<file path="src/rtl/dmem_arbiter_if.sv">
// Bundle of core, network, SRAM and reservation signals around the DMEM arbiter.
// The arbiter takes the slave view; the surrounding core/network/SRAM take the master view.
interface dmem_arbiter_if #(
    parameter int data_width_p = 32,
    parameter int dmem_size_p  = 1024
);
    localparam int dmem_addr_width_lp = (dmem_size_p <= 1) ? 1 : $clog2(dmem_size_p);
    localparam int mask_width_lp      = data_width_p >> 3;

    logic                          core_v_i;
    logic                          core_w_i;
    logic                          core_reserve_i;
    logic [dmem_addr_width_lp-1:0] core_addr_i;
    logic [data_width_p-1:0]       core_data_i;
    logic [mask_width_lp-1:0]      core_mask_i;
    logic                          core_yumi_o;
    logic                          core_data_v_o;
    logic [data_width_p-1:0]       core_data_o;

    logic                          net_v_i;
    logic                          net_w_i;
    logic [dmem_addr_width_lp-1:0] net_addr_i;
    logic [data_width_p-1:0]       net_data_i;
    logic [mask_width_lp-1:0]      net_mask_i;
    logic                          net_yumi_o;
    logic                          net_resp_v_o;
    logic [data_width_p-1:0]       net_data_o;

    logic                          mem_v_o;
    logic                          mem_w_o;
    logic [dmem_addr_width_lp-1:0] mem_addr_o;
    logic [data_width_p-1:0]       mem_data_o;
    logic [mask_width_lp-1:0]      mem_mask_o;
    logic [data_width_p-1:0]       mem_data_i;

    logic                          reserved_o;
    logic [dmem_addr_width_lp-1:0] reserved_addr_o;

    modport slave (
        input  core_v_i, core_w_i, core_reserve_i, core_addr_i, core_data_i, core_mask_i,
        output core_yumi_o, core_data_v_o, core_data_o,
        input  net_v_i, net_w_i, net_addr_i, net_data_i, net_mask_i,
        output net_yumi_o, net_resp_v_o, net_data_o,
        output mem_v_o, mem_w_o, mem_addr_o, mem_data_o, mem_mask_o,
        input  mem_data_i,
        output reserved_o, reserved_addr_o
    );

    modport master (
        output core_v_i, core_w_i, core_reserve_i, core_addr_i, core_data_i, core_mask_i,
        input  core_yumi_o, core_data_v_o, core_data_o,
        output net_v_i, net_w_i, net_addr_i, net_data_i, net_mask_i,
        input  net_yumi_o, net_resp_v_o, net_data_o,
        input  mem_v_o, mem_w_o, mem_addr_o, mem_data_o, mem_mask_o,
        output mem_data_i,
        input  reserved_o, reserved_addr_o
    );
endinterface

</file>
<file path="src/rtl/dmem_arbiter.sv">
// Single-port DMEM arbiter: fixed core priority with a network starvation guard,
// 1-cycle read responses, and ownership of the core's load-reserved reservation.
module dmem_arbiter #(
    parameter int data_width_p       = 32,
    parameter int dmem_size_p        = 1024,
    parameter int net_starve_limit_p = 4,
    localparam int dmem_addr_width_lp = (dmem_size_p <= 1) ? 1 : $clog2(dmem_size_p),
    localparam int mask_width_lp      = data_width_p >> 3
) (
    input logic          clk_i,
    input logic          reset_i,
    dmem_arbiter_if.slave bus
);
    localparam int starve_width_lp = $clog2(net_starve_limit_p + 1);
    localparam logic [starve_width_lp-1:0] starve_limit_lp = starve_width_lp'(net_starve_limit_p);

    // Handshake: a requester raises v with a stable payload and holds both until it
    // sees yumi high in the same cycle; yumi is the grant and the access happens that cycle.
    // At most one of core_yumi_o / net_yumi_o is high, and never without its v.

    logic [starve_width_lp-1:0]    starve_cnt_r;
    logic                          core_rd_r;
    logic                          net_resp_r;
    logic                          reserved_r;
    logic [dmem_addr_width_lp-1:0] reserved_addr_r;

    logic net_win;
    logic core_win;

    assign net_win  = bus.net_v_i & (~bus.core_v_i | (starve_cnt_r == starve_limit_lp));
    assign core_win = bus.core_v_i & ~net_win;

    assign bus.net_yumi_o  = net_win;
    assign bus.core_yumi_o = core_win;

    always_comb begin
        bus.mem_v_o    = 1'b0;
        bus.mem_w_o    = 1'b0;
        bus.mem_addr_o = '0;
        bus.mem_data_o = '0;
        bus.mem_mask_o = '0;
        if (net_win) begin
            bus.mem_v_o    = 1'b1;
            bus.mem_w_o    = bus.net_w_i;
            bus.mem_addr_o = bus.net_addr_i;
            bus.mem_data_o = bus.net_data_i;
            bus.mem_mask_o = bus.net_mask_i;
        end else if (core_win) begin
            bus.mem_v_o    = 1'b1;
            bus.mem_w_o    = bus.core_w_i;
            bus.mem_addr_o = bus.core_addr_i;
            bus.mem_data_o = bus.core_data_i;
            bus.mem_mask_o = bus.core_mask_i;
        end
    end

    // Whichever requester won drives the SRAM, so conflict detection can use the SRAM bus.
    logic reserve_hit_write;
    assign reserve_hit_write = bus.mem_v_o & bus.mem_w_o & (|bus.mem_mask_o)
                             & (bus.mem_addr_o == reserved_addr_r);

    always_ff @(posedge clk_i) begin
        if (reset_i) begin
            starve_cnt_r    <= '0;
            core_rd_r       <= 1'b0;
            net_resp_r      <= 1'b0;
            reserved_r      <= 1'b0;
            reserved_addr_r <= '0;
        end else begin
            if (bus.net_v_i & ~net_win) starve_cnt_r <= starve_cnt_r + 1'b1;
            else                        starve_cnt_r <= '0;

            core_rd_r  <= core_win & ~bus.core_w_i;
            net_resp_r <= net_win;

            if (core_win & ~bus.core_w_i & bus.core_reserve_i) begin
                reserved_r      <= 1'b1;
                reserved_addr_r <= bus.core_addr_i;
            end else if (reserve_hit_write) begin
                reserved_r <= 1'b0;
            end
        end
    end

    always_ff @(posedge clk_i) begin
        if (!reset_i) assert (!(bus.core_reserve_i && bus.core_w_i));
    end

    assign bus.core_data_v_o   = core_rd_r;
    assign bus.core_data_o     = bus.mem_data_i;
    assign bus.net_resp_v_o    = net_resp_r;
    assign bus.net_data_o      = bus.mem_data_i;
    assign bus.reserved_o      = reserved_r;
    assign bus.reserved_addr_o = reserved_addr_r;
endmodule

</file>
<file path="src/flat_wrapper.sv">
// flat-port wrapper written by rule: the top's interface ports become plain ports
module dmem_arbiter_flat 
#(
    parameter int data_width_p       = 32,
    parameter int dmem_size_p        = 1024,
    parameter int net_starve_limit_p = 4,
    localparam int dmem_addr_width_lp = (dmem_size_p <= 1) ? 1 : $clog2(dmem_size_p),
    localparam int mask_width_lp      = data_width_p >> 3
)
  (clk_i, reset_i, bus_core_v_i, bus_core_w_i, bus_core_reserve_i, bus_core_addr_i, bus_core_data_i, bus_core_mask_i, bus_core_yumi_o, bus_core_data_v_o, bus_core_data_o, bus_net_v_i, bus_net_w_i, bus_net_addr_i, bus_net_data_i, bus_net_mask_i, bus_net_yumi_o, bus_net_resp_v_o, bus_net_data_o, bus_mem_v_o, bus_mem_w_o, bus_mem_addr_o, bus_mem_data_o, bus_mem_mask_o, bus_mem_data_i, bus_reserved_o, bus_reserved_addr_o);
  dmem_arbiter_if #(.data_width_p(data_width_p), .dmem_size_p(dmem_size_p)) bus_i ();
  input logic clk_i;
  input logic reset_i;
  input wire logic [$bits(bus_i.core_v_i)-1:0] bus_core_v_i;
  input wire logic [$bits(bus_i.core_w_i)-1:0] bus_core_w_i;
  input wire logic [$bits(bus_i.core_reserve_i)-1:0] bus_core_reserve_i;
  input wire logic [$bits(bus_i.core_addr_i)-1:0] bus_core_addr_i;
  input wire logic [$bits(bus_i.core_data_i)-1:0] bus_core_data_i;
  input wire logic [$bits(bus_i.core_mask_i)-1:0] bus_core_mask_i;
  output wire logic [$bits(bus_i.core_yumi_o)-1:0] bus_core_yumi_o;
  output wire logic [$bits(bus_i.core_data_v_o)-1:0] bus_core_data_v_o;
  output wire logic [$bits(bus_i.core_data_o)-1:0] bus_core_data_o;
  input wire logic [$bits(bus_i.net_v_i)-1:0] bus_net_v_i;
  input wire logic [$bits(bus_i.net_w_i)-1:0] bus_net_w_i;
  input wire logic [$bits(bus_i.net_addr_i)-1:0] bus_net_addr_i;
  input wire logic [$bits(bus_i.net_data_i)-1:0] bus_net_data_i;
  input wire logic [$bits(bus_i.net_mask_i)-1:0] bus_net_mask_i;
  output wire logic [$bits(bus_i.net_yumi_o)-1:0] bus_net_yumi_o;
  output wire logic [$bits(bus_i.net_resp_v_o)-1:0] bus_net_resp_v_o;
  output wire logic [$bits(bus_i.net_data_o)-1:0] bus_net_data_o;
  output wire logic [$bits(bus_i.mem_v_o)-1:0] bus_mem_v_o;
  output wire logic [$bits(bus_i.mem_w_o)-1:0] bus_mem_w_o;
  output wire logic [$bits(bus_i.mem_addr_o)-1:0] bus_mem_addr_o;
  output wire logic [$bits(bus_i.mem_data_o)-1:0] bus_mem_data_o;
  output wire logic [$bits(bus_i.mem_mask_o)-1:0] bus_mem_mask_o;
  input wire logic [$bits(bus_i.mem_data_i)-1:0] bus_mem_data_i;
  output wire logic [$bits(bus_i.reserved_o)-1:0] bus_reserved_o;
  output wire logic [$bits(bus_i.reserved_addr_o)-1:0] bus_reserved_addr_o;
  assign bus_i.core_v_i = bus_core_v_i;
  assign bus_i.core_w_i = bus_core_w_i;
  assign bus_i.core_reserve_i = bus_core_reserve_i;
  assign bus_i.core_addr_i = bus_core_addr_i;
  assign bus_i.core_data_i = bus_core_data_i;
  assign bus_i.core_mask_i = bus_core_mask_i;
  assign bus_core_yumi_o = bus_i.core_yumi_o;
  assign bus_core_data_v_o = bus_i.core_data_v_o;
  assign bus_core_data_o = bus_i.core_data_o;
  assign bus_i.net_v_i = bus_net_v_i;
  assign bus_i.net_w_i = bus_net_w_i;
  assign bus_i.net_addr_i = bus_net_addr_i;
  assign bus_i.net_data_i = bus_net_data_i;
  assign bus_i.net_mask_i = bus_net_mask_i;
  assign bus_net_yumi_o = bus_i.net_yumi_o;
  assign bus_net_resp_v_o = bus_i.net_resp_v_o;
  assign bus_net_data_o = bus_i.net_data_o;
  assign bus_mem_v_o = bus_i.mem_v_o;
  assign bus_mem_w_o = bus_i.mem_w_o;
  assign bus_mem_addr_o = bus_i.mem_addr_o;
  assign bus_mem_data_o = bus_i.mem_data_o;
  assign bus_mem_mask_o = bus_i.mem_mask_o;
  assign bus_i.mem_data_i = bus_mem_data_i;
  assign bus_reserved_o = bus_i.reserved_o;
  assign bus_reserved_addr_o = bus_i.reserved_addr_o;
  dmem_arbiter #(.data_width_p(data_width_p), .dmem_size_p(dmem_size_p), .net_starve_limit_p(net_starve_limit_p)) u_core (.clk_i(clk_i), .reset_i(reset_i), .bus(bus_i));
endmodule
</file>
<file path="config.mk">
export PLATFORM = sky130hd
export DESIGN_NAME = dmem_arbiter_flat
export DESIGN_NICKNAME = d
export VERILOG_FILES = /design/src/rtl/dmem_arbiter_if.sv /design/src/rtl/dmem_arbiter.sv /design/src/flat_wrapper.sv
export SDC_FILE = /design/constraint.sdc
export NUM_CORES = 1
export LEC_CHECK = 0
export CAP_MARGIN = 20
export CORE_AREA = 2 2 100 102
export DETAILED_ROUTE_END_ITERATION = 8
export DIE_AREA = 0 0 102 104
export PLACE_DENSITY = 0.79
export SLEW_MARGIN = 20
export SYNTH_ARGS = -nofsm -noshare
export SYNTH_HDL_FRONTEND = slang
export SYNTH_SLANG_ARGS = --single-unit
</file>
<file path="constraint.sdc">
create_clock -name clk_i -period 1.7 [get_ports clk_i]
set_input_delay 0.34 -clock clk_i [delete_from_list [all_inputs] [get_ports clk_i]]
set_output_delay 0.34 -clock clk_i [all_outputs]
set_load 0.03 [all_outputs]
</file>
==> flow_summary.json <==
{
  "clk-insertion-delay-late_ns": 0.25,
  "io_buffer_count": 161,
  "start_util_pct": 19.7,
  "multi_input_area_um2": 1590,
  "synthToLayoutAreaGrowth_pct": 136,
  "yosys_warnings": 0,
  "drt_iter0_markers": 41,
  "grt-ovfl-total": 0,
  "core-area_um2": 9550,
  "diodes": 0,
  "vias_per_cell": 4.43,
  "yosysUniqueCellTypes": 30,
  "violations": "negative setup slack",
  "status": "finished with violations",
  "htree_levels": 1,
  "r2r_start": "u_core.starve_cnt_r[0]",
  "grt_pass1_wl_um": 13200,
  "finalCriticalPeriod_ns": 2.07,
  "syn-cell-area_um2": 1880,
  "rrSetupSlack_ns": -0.28,
  "fin_skew_ns": 0.00755,
  "finalInstanceArea_um2": 4450,
  "clock.fmax_ghz": 0.483,
  "crit_top_cell": "buf_4",
  "hold_buffers": 0,
  "clk_pin_slew_ns": 0.07,
  "tightest_slew_ns": 0.351,
  "setup_viol_count_final": 60,
  "die_h_um": 104,
  "final_common_cell": "clkdlybuf4s50_1",
  "synth.net_count": 413,
  "leakagePower_nw": 1.95,
  "synth_top_area_cell": "buf_4",
  "rsz0062_at_grt": "true",
  "clk_path_buf_depth": 2,
  "hold_viol_final": 0,
  "arrival_ns": 1.73,
  "wl_per_cell_um": 17.6,
  "final_cell_mix": "clkdlybuf4s50_1, buf_6, nand2_1",
  "slew_violations": 0,
  "core.rowCount": 36,
  "reg2reg_depth": 10,
  "via_count": 2429,
  "cpLargestDelayFamily": "simple AND/OR/NAND/NOR gates",
  "grt_use_met3_pct": 4.64,
  "ys.flop_type": "dfxtp_1",
  "top_level_ports": 258,
  "end_kind": "output port",
  "dp_hpwl_um": 6630,
  "fin_util_pct": 46.6,
  "drc_errors": 0,
  "place.gp.congestion": 0.812,
  "synth_edf_count": 0,
  "worstSetupPathType": "flip-flop to output port",
  "drt_wl_total_um": 9670,
  "timing.final.ws_setup_ns": -0.369,
  "power.total_mw": 1.95,
  "path_max_fanout": 5,
  "first_pass_iters": 4,
  "maxSlewHeadroom_pct": 76.4,
  "grt_max_degree": 25,
  "critPathBufInv": 4,
  "met2_usage_pct": 31.9,
  "synthCells": 280,
  "fill_cells": 885,
  "nets": 550,
  "timing.final.crit_share_pct": 122,
  "final-seq-area_um2": 323,
  "synth_top_area_share_pct": 26.3,
  "ant_nets": 0,
  "slowest_stage": "dfxtp_2",
  "hold_path_depth": 2,
  "numCtsBuffers": 3,
  "ys_ff_latch": 16,
  "cap_violations": 0,
  "cp.required_ns": 1.36,
  "grt_pass1_vias": 2644,
  "powerDensity_nw_per_um2": 440,
  "hold_class": "flip-flop to flip-flop",
  "root_buffer": "clkbuf_8",
  "place_ws_ns": -0.587,
  "cts_sinks": 16,
  "grt_usage_pct": 15.7,
  "worstPathCellList": "inv_2 -> ha_4 -> buf_4 -> and3_4 -> nor2b_4 -> buf_4 -> nand2_2 -> nand2_4 -> buf_6",
  "placed_area_um2": 3540,
  "r2r-end": "u_core.bus.reserved_o",
  "cts_tree": "yes",
  "slowest_delay_ns": 0.34,
  "holdPathEnd": "u_core.bus.reserved_o",
  "crit_path_start_kind": "flip-flop",
  "vdd.ir_drop.worst_mv": 0.413,
  "synth_area_leaders": "buf_4, dfxtp_1, nand2_1",
  "yosysSeqAreaShare_pct": 17.0,
  "syn_area_per_cell_um2": 6.73,
  "die_area_um2": 10600,
  "async_reset_ff_share_pct": 0,
  "hold_start": "u_core.bus.reserved_o",
  "grt.busiest_layer": "met2",
  "drive_gt1_share_pct": 44.3,
  "use_met1_pct": 13.2,
  "antenna_found_initial": 0,
  "fp.dieW_um": 102
}
## power by group
group          leakage (nW)  internal (mW)  switching [mW]
Clock                0.0216          0.157           0.132
Sequential            0.131          0.388          0.0132
Combinational          1.80          0.673           0.592
## logic make-up after synthesis
kind of cell | Yosys count | synth area share (%)
AND/OR/NAND/NOR | 107 | 24.0
buffers and inverters | 84 | 30.4
AO/OA/AOI/OAI | 50 | 16.7
flip-flops | 16 | 17.0
multiplexers | 11 | 5.84
XOR/XNOR | 10 | 4.65
adder cells (fa/ha/maj) | 2 | 1.33
## per-layer routing
| metal | vias up | wire length [um] |
|---|---|---|
| met5 | - | 0 |
| met4 | 0 | 342 |
| met3 | 26 | 901 |
| met2 | 165 | 5420 |
| met1 | 1111 | 3000 |
| li1 | 1127 | - |
## flip-flops by register name, indices dropped and copies added, names as in the netlist
signal / flops
u_core.starve_cnt_r: 3
u_core.bus.reserved_o: 1
u_core.bus.core_data_v_o: 1
u_core.bus.net_resp_v_o: 1
u_core.bus.reserved_addr_o: 10
## synthesized netlist by cell type, types with 2 or more instances
cell and number:
nand2_1 80, buf_4 66, o21ai_0 32, dfxtp_1 16, clkbuf_1 12, nor2_1 12
mux2i_1 11, a22o_1 8, o22ai_1 6, xnor2_1 6, xor2_1 4, inv_1 3
and2_1 2, buf_2 2, ha_1 2, nand3b_1 2, nor2b_2 2, nor4_1 2
## per-stage QoR
step           std cells  hold slack (ns)  setup TNS [ns]
2_1_floorplan        280            0.406           -7.95
3_3_place_gp         526            0.453          -24.66
3_5_place_dp         526            0.461          -27.51
4_1_cts              541            0.471          -15.29
5_1_grt              548            0.501          -21.20
6_report             548            0.470          -17.61
## worst max path at each step
stage,end,cells past startpoint,startpoint,slack [ns]
2_1_floorplan,u_core.bus.reserved_o,9,u_core.starve_cnt_r[0],-0.25
3_5_place_dp,bus_mem_data_o[3],7,bus_core_v_i,-0.59
4_1_cts,bus_mem_mask_o[3],8,u_core.starve_cnt_r[0],-0.36
3_3_place_gp,bus_mem_data_o[3],7,bus_core_v_i,-0.52
6_report,bus_mem_w_o,9,u_core.starve_cnt_r[0],-0.37
5_1_grt,bus_mem_data_o[3],9,u_core.starve_cnt_r[1],-0.43
## worst reg2reg max path, stage by stage (launching register included)
cell      delay (ns)
dfxtp_2         0.34
inv_2           0.05
ha_4            0.16
buf_4           0.13
and3_4          0.18
nor2b_4         0.19
buf_4           0.15
nand2_2         0.08
o22a_1          0.21
nor4_4          0.30
a221oi_2        0.08
## cell type report
class	instances	area share [%]
Timing Repair Buffer	213	52.0
Tap cell	133	3.74
Inverter	3	0.253
Clock buffer	3	0.928
Sequential cell	16	7.26
Multi-Input combinational cell	180	35.8
## what timing repair did
item,CTS,global route
endpoints found under the hold margin,0,0
gates cloned,2,3
pin swaps,18,12
buffers inserted,11,5
gates resized for setup,100,51
endpoints found under the setup margin,64,64
No activity file was read; power rests on OpenSTA's default activity.
